[config.mk]
export PLATFORM = sky130hd
export DESIGN_NAME = cam_match_enc
export DESIGN_NICKNAME = d
export VERILOG_FILES = /design/src/rtl/cam_match_enc_pkg.sv /design/src/rtl/cam_prio_chunk.sv /design/src/rtl/cam_match_enc.sv
export SDC_FILE = /design/constraint.sdc
export NUM_CORES = 1
export LEC_CHECK = 0
export ABC_AREA = 1
export BUFFER_PORTS_ARGS = -buffer_cell sky130_fd_sc_hd__buf_4
export CORE_ASPECT_RATIO = 1.1
export CORE_UTILIZATION = 47
export CTS_CLUSTER_DIAMETER = 100
export DETAILED_ROUTE_END_ITERATION = 8
export GPL_TIMING_DRIVEN = 0
export PLACE_DENSITY = 0.84
export SETUP_SLACK_MARGIN = 0.15
export SLEW_MARGIN = 20
export SYNTH_ARGS = -nofsm -noshare
export SYNTH_HDL_FRONTEND = slang
export SYNTH_SLANG_ARGS = --single-unit
[constraint.sdc]
create_clock -name clk -period 1.76 [get_ports clk]
set_clock_uncertainty 0.2 [all_clocks]
set_input_delay 0.264 -clock clk [delete_from_list [all_inputs] [get_ports clk]]
set_output_delay 0.264 -clock clk [all_outputs]
set_load 0.02 [all_outputs]
[src/rtl/cam_match_enc_pkg.sv]
// Shared fractcam definitions: default CAM geometry, a clog2 helper and the
// legal-parameter check used by every block that is sized by DEPTH/CHUNK.
`ifndef CAM_MATCH_ENC_PKG_SV
`define CAM_MATCH_ENC_PKG_SV

// Expands to a generate-time guard; place it directly in a module body.
`define CAM_CHECK_PARAMS(depth, chunk) \
  if (!(((depth) >= 8) && (((depth) & ((depth) - 1)) == 0) && ((chunk) >= 1) && \
        (((chunk) & ((chunk) - 1)) == 0) && ((chunk) <= (depth)))) begin : g_bad_params \
    $error("fractcam: illegal geometry DEPTH=%0d CHUNK=%0d", depth, chunk); \
  end

package cam_match_enc_pkg;

  localparam int FRACTCAM_DEPTH = 64;
  localparam int DEFAULT_CHUNK  = 16;

  function automatic int clog2(input int value);
    int result;
    result = 0;
    for (int i = 0; i < 31; i++) begin
      if ((1 << i) < value) result = i + 1;
    end
    return result;
  endfunction

endpackage

`endif

[src/rtl/cam_prio_chunk.sv]
// Combinational lowest-set-bit encoder: reports any-hit, the lowest set
// position and whether two or more bits are set.
module cam_prio_chunk
  import cam_match_enc_pkg::*;
#(
  parameter  int WIDTH = 16,
  localparam int IW    = (WIDTH > 1) ? clog2(WIDTH) : 1
) (
  input  logic [WIDTH-1:0] vec,
  output logic             hit,
  output logic [IW-1:0]    idx,
  output logic             multi
);

  always_comb begin
    // NOTE: every output is assigned before the search loop, so no path leaves one holding its old value (no latch).
    hit   = |vec;
    multi = |(vec & (vec - WIDTH'(1)));
    idx   = '0;
    for (int i = WIDTH - 1; i >= 0; i--) begin
      if (vec[i]) idx = IW'(i);
    end
  end

endmodule

[src/rtl/cam_match_enc.sv]
// Two-stage pipelined priority encoder behind the fractcam AND stage: stage 1
// encodes each CHUNK-wide group, stage 2 picks the lowest hitting group.
module cam_match_enc
  import cam_match_enc_pkg::*;
#(
  parameter  int DEPTH     = FRACTCAM_DEPTH,
  parameter  int CHUNK     = DEFAULT_CHUNK,
  parameter  int TAG_WIDTH = 8,
  localparam int IDX_WIDTH = clog2(DEPTH)
) (
  input  logic                 clk,
  input  logic                 rst_n,
  input  logic [DEPTH-1:0]     s_match,
  input  logic [TAG_WIDTH-1:0] s_tag,
  input  logic                 s_valid,
  output logic                 s_ready,
  output logic [IDX_WIDTH-1:0] m_index,
  output logic                 m_hit,
  output logic                 m_multi,
  output logic [TAG_WIDTH-1:0] m_tag,
  output logic                 m_valid,
  input  logic                 m_ready
);

  localparam int NGRP = DEPTH / CHUNK;
  localparam int CB   = clog2(CHUNK);
  localparam int CIW  = (CHUNK > 1) ? CB : 1;
  localparam int GIW  = (NGRP > 1) ? clog2(NGRP) : 1;

  `CAM_CHECK_PARAMS(DEPTH, CHUNK)

  logic                 s1_valid_q, s1_valid_d;
  logic [NGRP-1:0]      grp_hit_q, grp_hit_d;
  logic [NGRP-1:0]      grp_multi_q, grp_multi_d;
  logic [CIW-1:0]       grp_idx_q [NGRP];
  logic [CIW-1:0]       grp_idx_d [NGRP];
  logic [TAG_WIDTH-1:0] s1_tag_q, s1_tag_d;

  logic                 m_valid_q, m_valid_d;
  logic                 m_hit_q, m_hit_d;
  logic                 m_multi_q, m_multi_d;
  logic [IDX_WIDTH-1:0] m_index_q, m_index_d;
  logic [TAG_WIDTH-1:0] m_tag_q, m_tag_d;

  logic                 stage1_en, stage2_en, s1_load, s2_load;
  logic [NGRP-1:0]      c_hit, c_multi;
  logic [CIW-1:0]       c_idx [NGRP];
  logic                 any_hit, grp_many, sel_multi;
  logic [GIW-1:0]       gsel;
  logic [CIW-1:0]       sel_idx;

  for (genvar g = 0; g < NGRP; g++) begin : g_chunk
    cam_prio_chunk #(.WIDTH(CHUNK)) u_chunk (
      .vec   (s_match[g*CHUNK +: CHUNK]),
      .hit   (c_hit[g]),
      .idx   (c_idx[g]),
      .multi (c_multi[g])
    );
  end

  cam_prio_chunk #(.WIDTH(NGRP)) u_grp_sel (
    .vec   (grp_hit_q),
    .hit   (any_hit),
    .idx   (gsel),
    .multi (grp_many)
  );

  // With a single group there is no group field; avoid a 1-bit select into a 1-entry array.
  if (NGRP == 1) begin : g_one_grp
    assign sel_idx   = grp_idx_q[0];
    assign sel_multi = grp_multi_q[0];
  end else begin : g_many_grp
    assign sel_idx   = grp_idx_q[gsel];
    assign sel_multi = grp_multi_q[gsel];
  end

  always_comb begin
    stage2_en = !m_valid_q || m_ready;
    stage1_en = !s1_valid_q || stage2_en;
    s1_load   = stage1_en && s_valid;
    s2_load   = stage2_en && s1_valid_q;

    s1_valid_d  = stage1_en ? s_valid : s1_valid_q;
    grp_hit_d   = s1_load ? c_hit : grp_hit_q;
    grp_multi_d = s1_load ? c_multi : grp_multi_q;
    s1_tag_d    = s1_load ? s_tag : s1_tag_q;
    for (int g = 0; g < NGRP; g++) begin
      grp_idx_d[g] = s1_load ? c_idx[g] : grp_idx_q[g];
    end

    // An empty match vector selects group 0 whose chunk index is 0, so no-hit yields index 0.
    m_valid_d = stage2_en ? s1_valid_q : m_valid_q;
    m_hit_d   = s2_load ? any_hit : m_hit_q;
    m_multi_d = s2_load ? (sel_multi || grp_many) : m_multi_q;
    m_index_d = s2_load ? ((IDX_WIDTH'(gsel) << CB) | IDX_WIDTH'(sel_idx)) : m_index_q;
    m_tag_d   = s2_load ? s1_tag_q : m_tag_q;
  end

  // NOTE: state updates use non-blocking assignments so every flop samples pre-edge values.
  always_ff @(posedge clk) begin
    if (!rst_n) begin
      s1_valid_q <= 1'b0;
      m_valid_q  <= 1'b0;
      m_hit_q    <= 1'b0;
      m_multi_q  <= 1'b0;
      m_index_q  <= '0;
      m_tag_q    <= '0;
    end else begin
      s1_valid_q <= s1_valid_d;
      m_valid_q  <= m_valid_d;
      m_hit_q    <= m_hit_d;
      m_multi_q  <= m_multi_d;
      m_index_q  <= m_index_d;
      m_tag_q    <= m_tag_d;
    end
  end

  // NOTE: stage-1 payload is only ever consumed under s1_valid_q, so it is deliberately left off the reset.
  always_ff @(posedge clk) begin
    grp_hit_q   <= grp_hit_d;
    grp_multi_q <= grp_multi_d;
    grp_idx_q   <= grp_idx_d;
    s1_tag_q    <= s1_tag_d;
  end

  assign s_ready = stage1_en;
  assign m_valid = m_valid_q;
  assign m_hit   = m_hit_q;
  assign m_multi = m_multi_q;
  assign m_index = m_index_q;
  assign m_tag   = m_tag_q;

endmodule
==> results of run 1 <==
[layout by cell type (no fill, tap or decap), types with 2 or more instances in the layout]
cell type | netlist | routed
buf_2 | 1 | 2
o22ai_1 | 3 | 3
nand3_2 | 1 | 2
edfxtp_1 | 32 | 32
clkbuf_8 | 0 | 6
inv_2 | 7 | 13
a21oi_2 | 1 | 4
nand2_1 | 92 | 86
o221ai_1 | 2 | 2
a21boi_0 | 4 | 4
dfxtp_1 | 18 | 17
buf_8 | 0 | 3
inv_1 | 74 | 66
nor3_2 | 2 | 2
nand2_4 | 1 | 6
buf_4 | 0 | 95
a21oi_1 | 30 | 27
nor2_1 | 84 | 71
nand2_2 | 6 | 7
nor4_2 | 1 | 3
o21a_1 | 2 | 2
buf_6 | 0 | 12
o21ai_1 | 3 | 9
o21ai_0 | 31 | 24
nor2_4 | 6 | 15
buf_12 | 0 | 2
clkinvlp_4 | 0 | 2
nand3_1 | 16 | 13
nor3_1 | 8 | 6
nor3_4 | 1 | 3
o211ai_1 | 5 | 5
a31oi_1 | 7 | 7
nand3_4 | 0 | 2
nor2_2 | 11 | 15
dlygate4sd3_1 | 0 | 8
[report_power, final]
part	internal (mW)	switching, mW
registers	1.31	0.0317
logic	0.300	0.359
clock network	0.549	0.380
[worst max-delay path: cells and delay by family (launching register included)]
family          cells  cell delay (ns)
compound gates      2             0.32
flops               1             0.40
buf+inv             3             0.35
simple gates        4             0.43
[stage by stage]
step,setup WS (ns),cells
floorplan,0.148,463
global placement,-0.146,638
detailed placement,-0.179,638
CTS,0.124,662
global route,-0.106,674
finish,-0.0498,674
[per-layer routing]
| layer | track usage | vias up | part of all wire |
|---|---|---|---|
| met5 | 0 | - | 0 |
| met3 | 0.0367 | 21 | 0.049 |
| met1 | 0.251 | 1623 | 0.40 |
| li1 | - | 1771 | - |
| met4 | 0.0909 | 0 | 0.023 |
| met2 | 0.432 | 128 | 0.53 |
[path summary, 6_finish.rpt]
check	from	end	slack, ns	cells past startpoint
max	grp_hit_q[2]$_DFFE_PP_	m_index[2]$_SDFFE_PN0P_	-0.05	9
min	s_match[16]	grp_idx_q[8]$_SDFFCE_PP0P_	0.02	2
max reg2reg	grp_hit_q[2]$_DFFE_PP_	m_index[2]$_SDFFE_PN0P_	-0.05	9
min reg2reg	m_tag[2]$_SDFFE_PN0P_	m_tag[2]$_SDFFE_PN0P_	0.29	2
[registers in the layout, summed over array words and instances, names as in the netlist]
register / count
m_index: 6
m_valid: 1
m_hit: 1
s1_valid_q: 1
m_tag: 8
grp_idx_q: 16
m_multi: 1
grp_multi_q: 4
grp_hit_q: 4
s1_tag_q: 8
[cell type report]
type | count | area [µm²] | area share
plain buffers | 3 | 13.8 | 0.00291
clock buffers | 7 | 108 | 0.0227
clock inverters | 1 | 30.0 | 0.00634
inverters | 81 | 313 | 0.0661
multi-input cells | 329 | 1820 | 0.385
flip-flops and latches | 50 | 1330 | 0.280
well taps | 82 | 103 | 0.0217
repair buffers | 120 | 1010 | 0.214
repair inverters | 1 | 7.51 | 0.00159
[cells by family after synthesis]
| group | Yosys count | synth area share |
|---|---|---|
| compound gates | 93 | 0.165 |
| simple gates | 236 | 0.332 |
| buf+inv | 84 | 0.0972 |
| flops | 50 | 0.406 |
[what timing repair did]
action / in CTS / in global routing
cloned: 1 / 0
resized for setup: 12 / 63
hold buffers: 8 / 0
setup buffers: 7 / 12
endpoints found under the setup margin: 47 / 18
pin swaps: 3 / 41
hold endpoints to repair: 8 / 0
==> impl_metrics.toml, run 1 <==
[worst_setup_path]
crit_path_end_kind = "flip-flop"
cp_slowest_stage_delay_ns = 0.40
cp_max_fo = 7
required_ns = 1.77
worst_path_max_delay_cell = "edfxtp_1"
path_cells = "inv_1, nand2_2, nand2_2, nand2_4, buf_4, o21ai_0, nand3_1, o211ai_1, inv_1"
crit_type = "reg2reg"
cp-start-kind = "flip-flop"
crit_arrival_ns = 1.82

[global_routing]
track_usage = 0.228
grt_pass1_vias = 3178
grt_start_max_net_pins = 17
antenna_found_initial = 0
grt_pass1_wl_mm = 13.0
overflow = 0

[timing]
slew_headroom = 0.749
setup_viol = 1
fin_tns_setup_ns = -0.0498
finalWorstSetupSlack_ns = -0.0498
slew_viol_final = 0
post-route-min-period_ns = 1.81
clock.fmax_ghz = 0.553
rsz0062_at_grt = "yes"
hold_viol_final = 0
tightest_slew_ns = 0.376
whs_ns = 0.0244
finalCritPeriodShare = 1.03

[placement]
place_congestion = 0.866
dpl.hpwl_mm = 6.14
placed_cell_area_um2 = 4110
port_buffers = 93

[routing]
routed_wl_mm = 9.04
drt_iter0_markers = 283
remaining_drc_errors = 0
drt.antenna.violating_nets = 0
first_pass_iters = 4
vias = 3543
wl_per_cell_um = 13.4
via_per_inst = 5.26

[finish]
nets = 667
syn2layout_area_growth_pct = 45.4
fin_area_um2 = 4740
final_util = 0.714
drive_above_1_share = 0.340
n_antenna_cell = 0
fill_cells = 519

[job]
drv_cap = 0

[yosys]
ys_seq_area_frac = 0.406
synth.cell_area_um2 = 3260
synth_cells = 463
yosys.area.top_type_share = 0.295
synth_edf_count = 32
ys_ff_latch = 50
synth.area.top_cells = "edfxtp_1, dfxtp_1, nand2_1, nor2_1, inv_1"
synth.distinct_cells = 40
avgSynthCellArea_um2 = 7.04
synth.largest_area_cell = "edfxtp_1"
syn_nets = 539
ys.flop_type = "edfxtp_1"
synth_most_common_cell = "nand2_1"
yosys-top-cells-count = "nand2_1, nor2_1, inv_1"
yosys_warnings = 0
synth_async_sr_flop_share = 0

[floorplanning]
die_w_um = 81.4
rows = 31
die_area_um2 = 7270
die_h_um = 89.3
core_um2 = 6630
io_pins = 94
start_util = 0.491

[clocking]
clock_sinks = 50
cts_tree = "done"
root_buffer = "clkbuf_8"
htree_levels = 2
cts.path.max_buffers = 2
clk_pin_slew_ns = 0.09
clock_latency_ns = 0.31
numCtsBuffers = 5

[status]
status = "complete, but fails checks"
failed_checks = "negative setup slack"

[min_path]
hp-class = "in2reg"

[power_and_ir_drop]
p_total_mw = 2.93
p_leak_nw = 2.18
cellPowerDensity_nw_per_um2 = 619
peakVddDrop_mv = 0.482
Power figures use the tool's default switching activity.
==> inputs of run 2 (changes only) <==
CORE_ASPECT_RATIO = unset   (was 1.1)
RECOVER_POWER = 50   (was unset)
SKIP_LAST_GASP = 1   (was unset)
==> impl_metrics.toml, run 2 (same netlist as run 1, synthesis figures left out) <==
[worst_setup_path]
path_depth = 9
crit_arrival_ns = 1.72
required_ns = 1.75
critPathTopFamily = "flip-flops"
rr_startpoint = "grp_hit_q[1]$_DFFE_PP_"
cp_num_buf_inv = 3
rr_endpoint = "m_index[3]$_SDFFE_PN0P_"
cp_max_fo = 3
cp_common_cell = "nor2_4"
path_cells = "nor2_4, inv_2, nor2_4, buf_4, nor2_1, o21ai_0, nand3_1, o211ai_1, inv_1"
worstSetupStartpoint = "grp_hit_q[1]$_DFFE_PP_"
cp_slowest_stage_delay_ns = 0.49
cp-start-kind = "flip-flop"
r2r_cells = 9
ff2ff_setup_slack_ns = 0.03
crit_type = "reg2reg"
crit_path_end_kind = "flip-flop"
critPathCapture = "m_index[3]$_SDFFE_PN0P_"
worst_path_max_delay_cell = "edfxtp_1"

[timing]
fin_tns_setup_ns = 0
post-route-min-period_ns = 1.73
hold_viol_final = 0
rsz0062_at_grt = "yes"
finalCritPeriodShare = 0.983
tightest_slew_ns = 0.395
slew_viol_final = 0
clock.fmax_ghz = 0.578
slew_headroom = 0.737
finalWorstSetupSlack_ns = 0.0300
setup_viol = 0

[job]
drv_cap = 0

[clocking]
clock_latency_ns = 0.30
cts.path.max_buffers = 2
clk_pin_slew_ns = 0.09
cts_tree = "done"
root_buffer = "clkbuf_8"
numCtsBuffers = 5
htree_levels = 2
clock_sinks = 50

[finish]
syn2layout_area_growth_pct = 40.5
nets = 669
seqCellArea_um2 = 1320
fill_cells = 519
multiInputGateArea_um2 = 1810
top_register = "grp_idx_q"
drive_above_1_share = 0.298
fin_area_um2 = 4580
largest_register_ffs = 16
n_antenna_cell = 0
final_common_cell = "nand2_1"
final_cell_mix = "nand2_1, buf_4, inv_1, nor2_1, edfxtp_1"

[global_routing]
grt_pass1_wl_mm = 12.4
grt_start_max_net_pins = 17
track_usage = 0.209
grt_pass1_vias = 3067
overflow = 0
antenna_found_initial = 0

[routing]
top_layer = "met4"
via_per_inst = 5.20
drt.antenna.violating_nets = 0
first_pass_iters = 5
met2_wirelength_mm = 4.34
route.met3.wl_um = 441
routed_wl_mm = 8.42
wl_per_cell_um = 12.5
remaining_drc_errors = 0
drt_iter0_markers = 170
vias = 3492
drt-met1-wl_mm = 3.50

[status]
status = "finished clean"

[floorplanning]
die_area_um2 = 7270
start_util = 0.499
die_h_um = 85.3
rows = 29
die_w_um = 85.3
core_um2 = 6530
io_pins = 94

[placement]
place_congestion = 0.852
placed_cell_area_um2 = 4110
dp_slack_ns = -0.130
dpl.hpwl_mm = 5.71
port_buffers = 93

[power_and_ir_drop]
p_total_mw = 2.88
peakVddDrop_mv = 0.366
p_leak_nw = 2.06
cellPowerDensity_nw_per_um2 = 628

[min_path]
hp-class = "in2reg"
holdCritStartpoint = "rst_n"
run 2: cell types whose count changed in the layout (fill, tap and decap cells not counted), sizes merged:
cell / change
buf: -30
bufinv: +1
clkbuf: +29
clkinv: +1
nand2: +1
run 2: cell type report:
type                       instances  share of cell area
timing repair buffer             121               0.191
clock inverter                     3              0.0139
sequential                        50               0.289
timing repair inverter             1             0.00164
multi-input combinational        330               0.396
buffer                             3             0.00301
tap                               77              0.0210
inverter                          81              0.0694
clock buffer                       5              0.0150
run 2: timing repair:
action | 4_1_cts | 5_1_grt
pin swaps | 1 | 27
hold buffers | 8 | 0
hold endpoints to repair | 8 | 0
setup endpoints to repair | 46 | 12
gates cloned | 1 | 1
buffers inserted | 1 | 19
gates resized for setup | 11 | 60
run 2: worst register-to-register path, stage by stage (launching register included):
cell and delay (ns):
edfxtp_1 0.49, nor2_4 0.16, inv_2 0.06, nor2_4 0.13, buf_4 0.14, nor2_1 0.04
o21ai_0 0.11, nand3_1 0.12, o211ai_1 0.12, inv_1 0.06
run 2: how the worst min path moves through the flow:
stage / endpoint / slack, ns / depth (start not counted)
global placement: s1_tag_q[4]$_DFFE_PP_ / 0.25 / 1
global route: grp_idx_q[0]$_SDFFCE_PP0P_ / 0.03 / 2
detailed placement: s1_tag_q[4]$_DFFE_PP_ / 0.24 / 1
CTS: m_valid$_SDFFE_PN0P_ / 0.02 / 3
floorplan: s1_tag_q[0]$_DFFE_PP_ / 0.16 / 0
finish: m_valid$_SDFFE_PN0P_ / 0.04 / 3
run 2: report_power, final:
group / internal [mW] / switching (mW)
Sequential: 1.31 / 0.0317
Clock: 0.562 / 0.363
Combinational: 0.260 / 0.345
Total: 2.14 / 0.740
run 2: routing by layer:
metal	track usage	vias up
li1	-	1778
met1	0.255	1577
met5	0	-
met2	0.382	117
met3	0.0282	20
met4	0.0621	0
run 2: stage by stage:
stage / cells / hold slack [ns] / utilization
2_1_floorplan: 463 / 0.163 / -
3_3_place_gp: 633 / 0.245 / 0.629
3_5_place_dp: 633 / 0.244 / 0.629
4_1_cts: 651 / 0.0230 / 0.667
5_1_grt: 671 / 0.0340 / 0.701
6_report: 671 / 0.0401 / 0.701
==> inputs of run 3 (changes only) <==
CORE_UTILIZATION = 48   (was 47)
PLACE_DENSITY = 0.85   (was 0.84)
SYNTH_HIERARCHICAL = 1   (was unset)
==> impl_metrics.toml, run 3 <==
[global_routing]
grt_start_max_net_pins = 17
overflow = 0
track_usage = 0.220
grt_pass1_vias = 3264
grt_pass1_wl_mm = 13.3
antenna_found_initial = 0

[clocking]
clock_sinks = 50
htree_levels = 2
clock_latency_ns = 0.30
root_buffer = "clkbuf_8"
clk_pin_slew_ns = 0.09
cts.path.max_buffers = 2
cts_tree = "done"
numCtsBuffers = 5

[status]
status = "finished clean"

[power_and_ir_drop]
p_int_mw = 1.95
p_leak_nw = 2.10
pwr-share-clk = 0.274
seq_power_share = 0.495
peakVddDrop_mv = 0.315
p_switching_uw = 768
combinationalPowerShare = 0.231
swShare = 0.283
cellPowerDensity_nw_per_um2 = 594

[timing]
slew_viol_final = 0
clock.fmax_ghz = 0.632
finalCritPeriodShare = 0.900
post-route-min-period_ns = 1.58
slew_headroom = 0.716
whs_ns = 0.0372
finalWorstSetupSlack_ns = 0.177
rsz0062_at_grt = "yes"
tightest_slew_ns = 0.425
hold_viol_final = 0
setup_viol = 0

[yosys]
yosys.area.top_type_share = 0.273
ys_ff_latch = 50
synth_most_common_cell = "nand2_1"
synth.largest_area_cell = "edfxtp_1"
ys.flop_type = "edfxtp_1"
syn_nets = 565
ys_seq_area_frac = 0.376
synth.cell_area_um2 = 3520
yosys_warnings = 6
synth_async_sr_flop_share = 0
synth.distinct_cells = 29
synth_edf_count = 32
synth.area.top_cells = "edfxtp_1, nand2_1, dfxtp_1, inv_1, nor2_1"
synth_cells = 489
yosys-top-cells-count = "nand2_1, inv_1, nor2_1"
avgSynthCellArea_um2 = 7.20

[worst_setup_path]
path_cells = "buf_4, nor2_1, nand2_1, nor2_1, nor2_1, nor3_2, a21boi_2, nand4_1"
cp_slowest_stage_delay_ns = 0.22
cp_common_cell = "nor2_1"
crit_arrival_ns = 1.44
cp-start-kind = "input pin"
crit_path_end_kind = "flip-flop"
cp_max_fo = 4
crit_type = "in2reg"
r2r_cells = 9
worst_path_max_delay_cell = "nor2_1"
required_ns = 1.62

[min_path]
hold_depth = 3
hp-class = "in2reg"

[placement]
port_buffers = 93
dp_slack_ns = -0.118
place_congestion = 0.819
dpl.hpwl_mm = 6.41

[routing]
top_layer = "met4"
routed_wl_mm = 8.20
route.met3.wl_um = 307
drt-met1-wl_mm = 3.54
met2_wirelength_mm = 4.23
remaining_drc_errors = 0
first_pass_iters = 4
via_per_inst = 4.92
drt.antenna.violating_nets = 0
vias = 3456
drt_iter0_markers = 109
wl_per_cell_um = 11.7

[finish]
n_antenna_cell = 0
final_common_cell = "nand2_1"
nets = 681
seqCellArea_um2 = 1320
syn2layout_area_growth_pct = 29.9
multiInputGateArea_um2 = 1900
final_util = 0.658
final_cell_mix = "nand2_1, inv_1, buf_4, nor2_1, edfxtp_1"
drive_above_1_share = 0.271
top_register = "grp_idx_q"
largest_register_ffs = 16
fill_cells = 611

[floorplanning]
die_h_um = 87.6
io_pins = 94
die_w_um = 87.6
start_util = 0.507
core_um2 = 6940
die_area_um2 = 7680
rows = 30

[job]
drv_cap = 0
-- run 3: cell count changes in the layout (fill, tap and decap cells not counted), sizes merged, moves of 7 or more --
cell   delta
a21oi     -7
buf       -9
nand2    +39
nor2      -8
nor3     +10
o21ai     -7
-- run 3: metal layers --
layer | vias to the layer above | global-route usage
li1 | 1803 | -
met2 | 74 | 0.415
met4 | 0 | 0.0656
met3 | 10 | 0.0386
met5 | - | 0
met1 | 1569 | 0.254
-- run 3: final timing paths --
check | startpoint | endpoint | slack [ns]
worst min register to register | m_tag[5]$_SDFFE_PN0P_ | m_tag[5]$_SDFFE_PN0P_ | 0.29
worst max register to register | grp_hit_q[2]$_DFFE_PP_ | m_multi$_SDFFE_PN0P_ | 0.23
worst min-delay path | rst_n | m_index[3]$_SDFFE_PN0P_ | 0.04
worst max-delay path | s_match[38] | grp_multi_q[2]$_DFFE_PP_ | 0.18
-- run 3: logic make-up (layout without fill, tap and decap cells) --
logic type / Yosys count / count (layout) / share of synthesized area
AO/OA/AOI/OAI: 75 / 75 / 0.129
flip-flops: 50 / 50 / 0.376
AND/OR/NAND/NOR: 277 / 277 / 0.393
buffers and inverters: 87 / 204 / 0.102
-- run 3: what timing repair did --
item                                    in CTS  in global routing
setup buffers                                0                  6
resized for setup                            3                 11
endpoints found under the setup margin      35                  8
pin swaps                                    0                  9
hold buffers                                 8                  0
cloned                                       1                  1
hold endpoints to repair                     8                  0
-- run 3: through the flow --
step	instance area, µm²	power [mW]	TNS [ns]	cells
after floorplan	3550	1.69	0	489
after global placement	4370	1.97	-2.82	678
after detailed placement	4370	2.00	-4.10	678
after CTS	4580	2.75	0	695
after global routing	4570	2.85	0	702
final	4570	2.72	0	702
-- run 3: power groups by stage --
stage | Combinational [mW] | Clock (mW) | Sequential, mW
floorplan | 0.295 | 0 | 1.40
global placement | 0.604 | 0 | 1.37
detailed placement | 0.628 | 0 | 1.37
CTS | 0.646 | 0.760 | 1.34
global route | 0.700 | 0.801 | 1.35
finish | 0.628 | 0.743 | 1.34
-- run 3: worst max-delay path, delay by kind of cell --
family                 cells  cell delay, ns
buffers and inverters      1            0.12
and+or+nand+nor            6            0.88
AOI/OAI and AO/OA          1            0.17
-- run 3: area by class of cell --
cell class / count / area share
Tap cell: 96 / 0.0263
Timing Repair Buffer: 108 / 0.163
Multi-Input combinational cell: 352 / 0.416
Buffer: 4 / 0.0104
Sequential cell: 50 / 0.289
Timing Repair inverter: 1 / 0.00164
Inverter: 83 / 0.0701
Clock buffer: 6 / 0.0205
Clock inverter: 2 / 0.00301
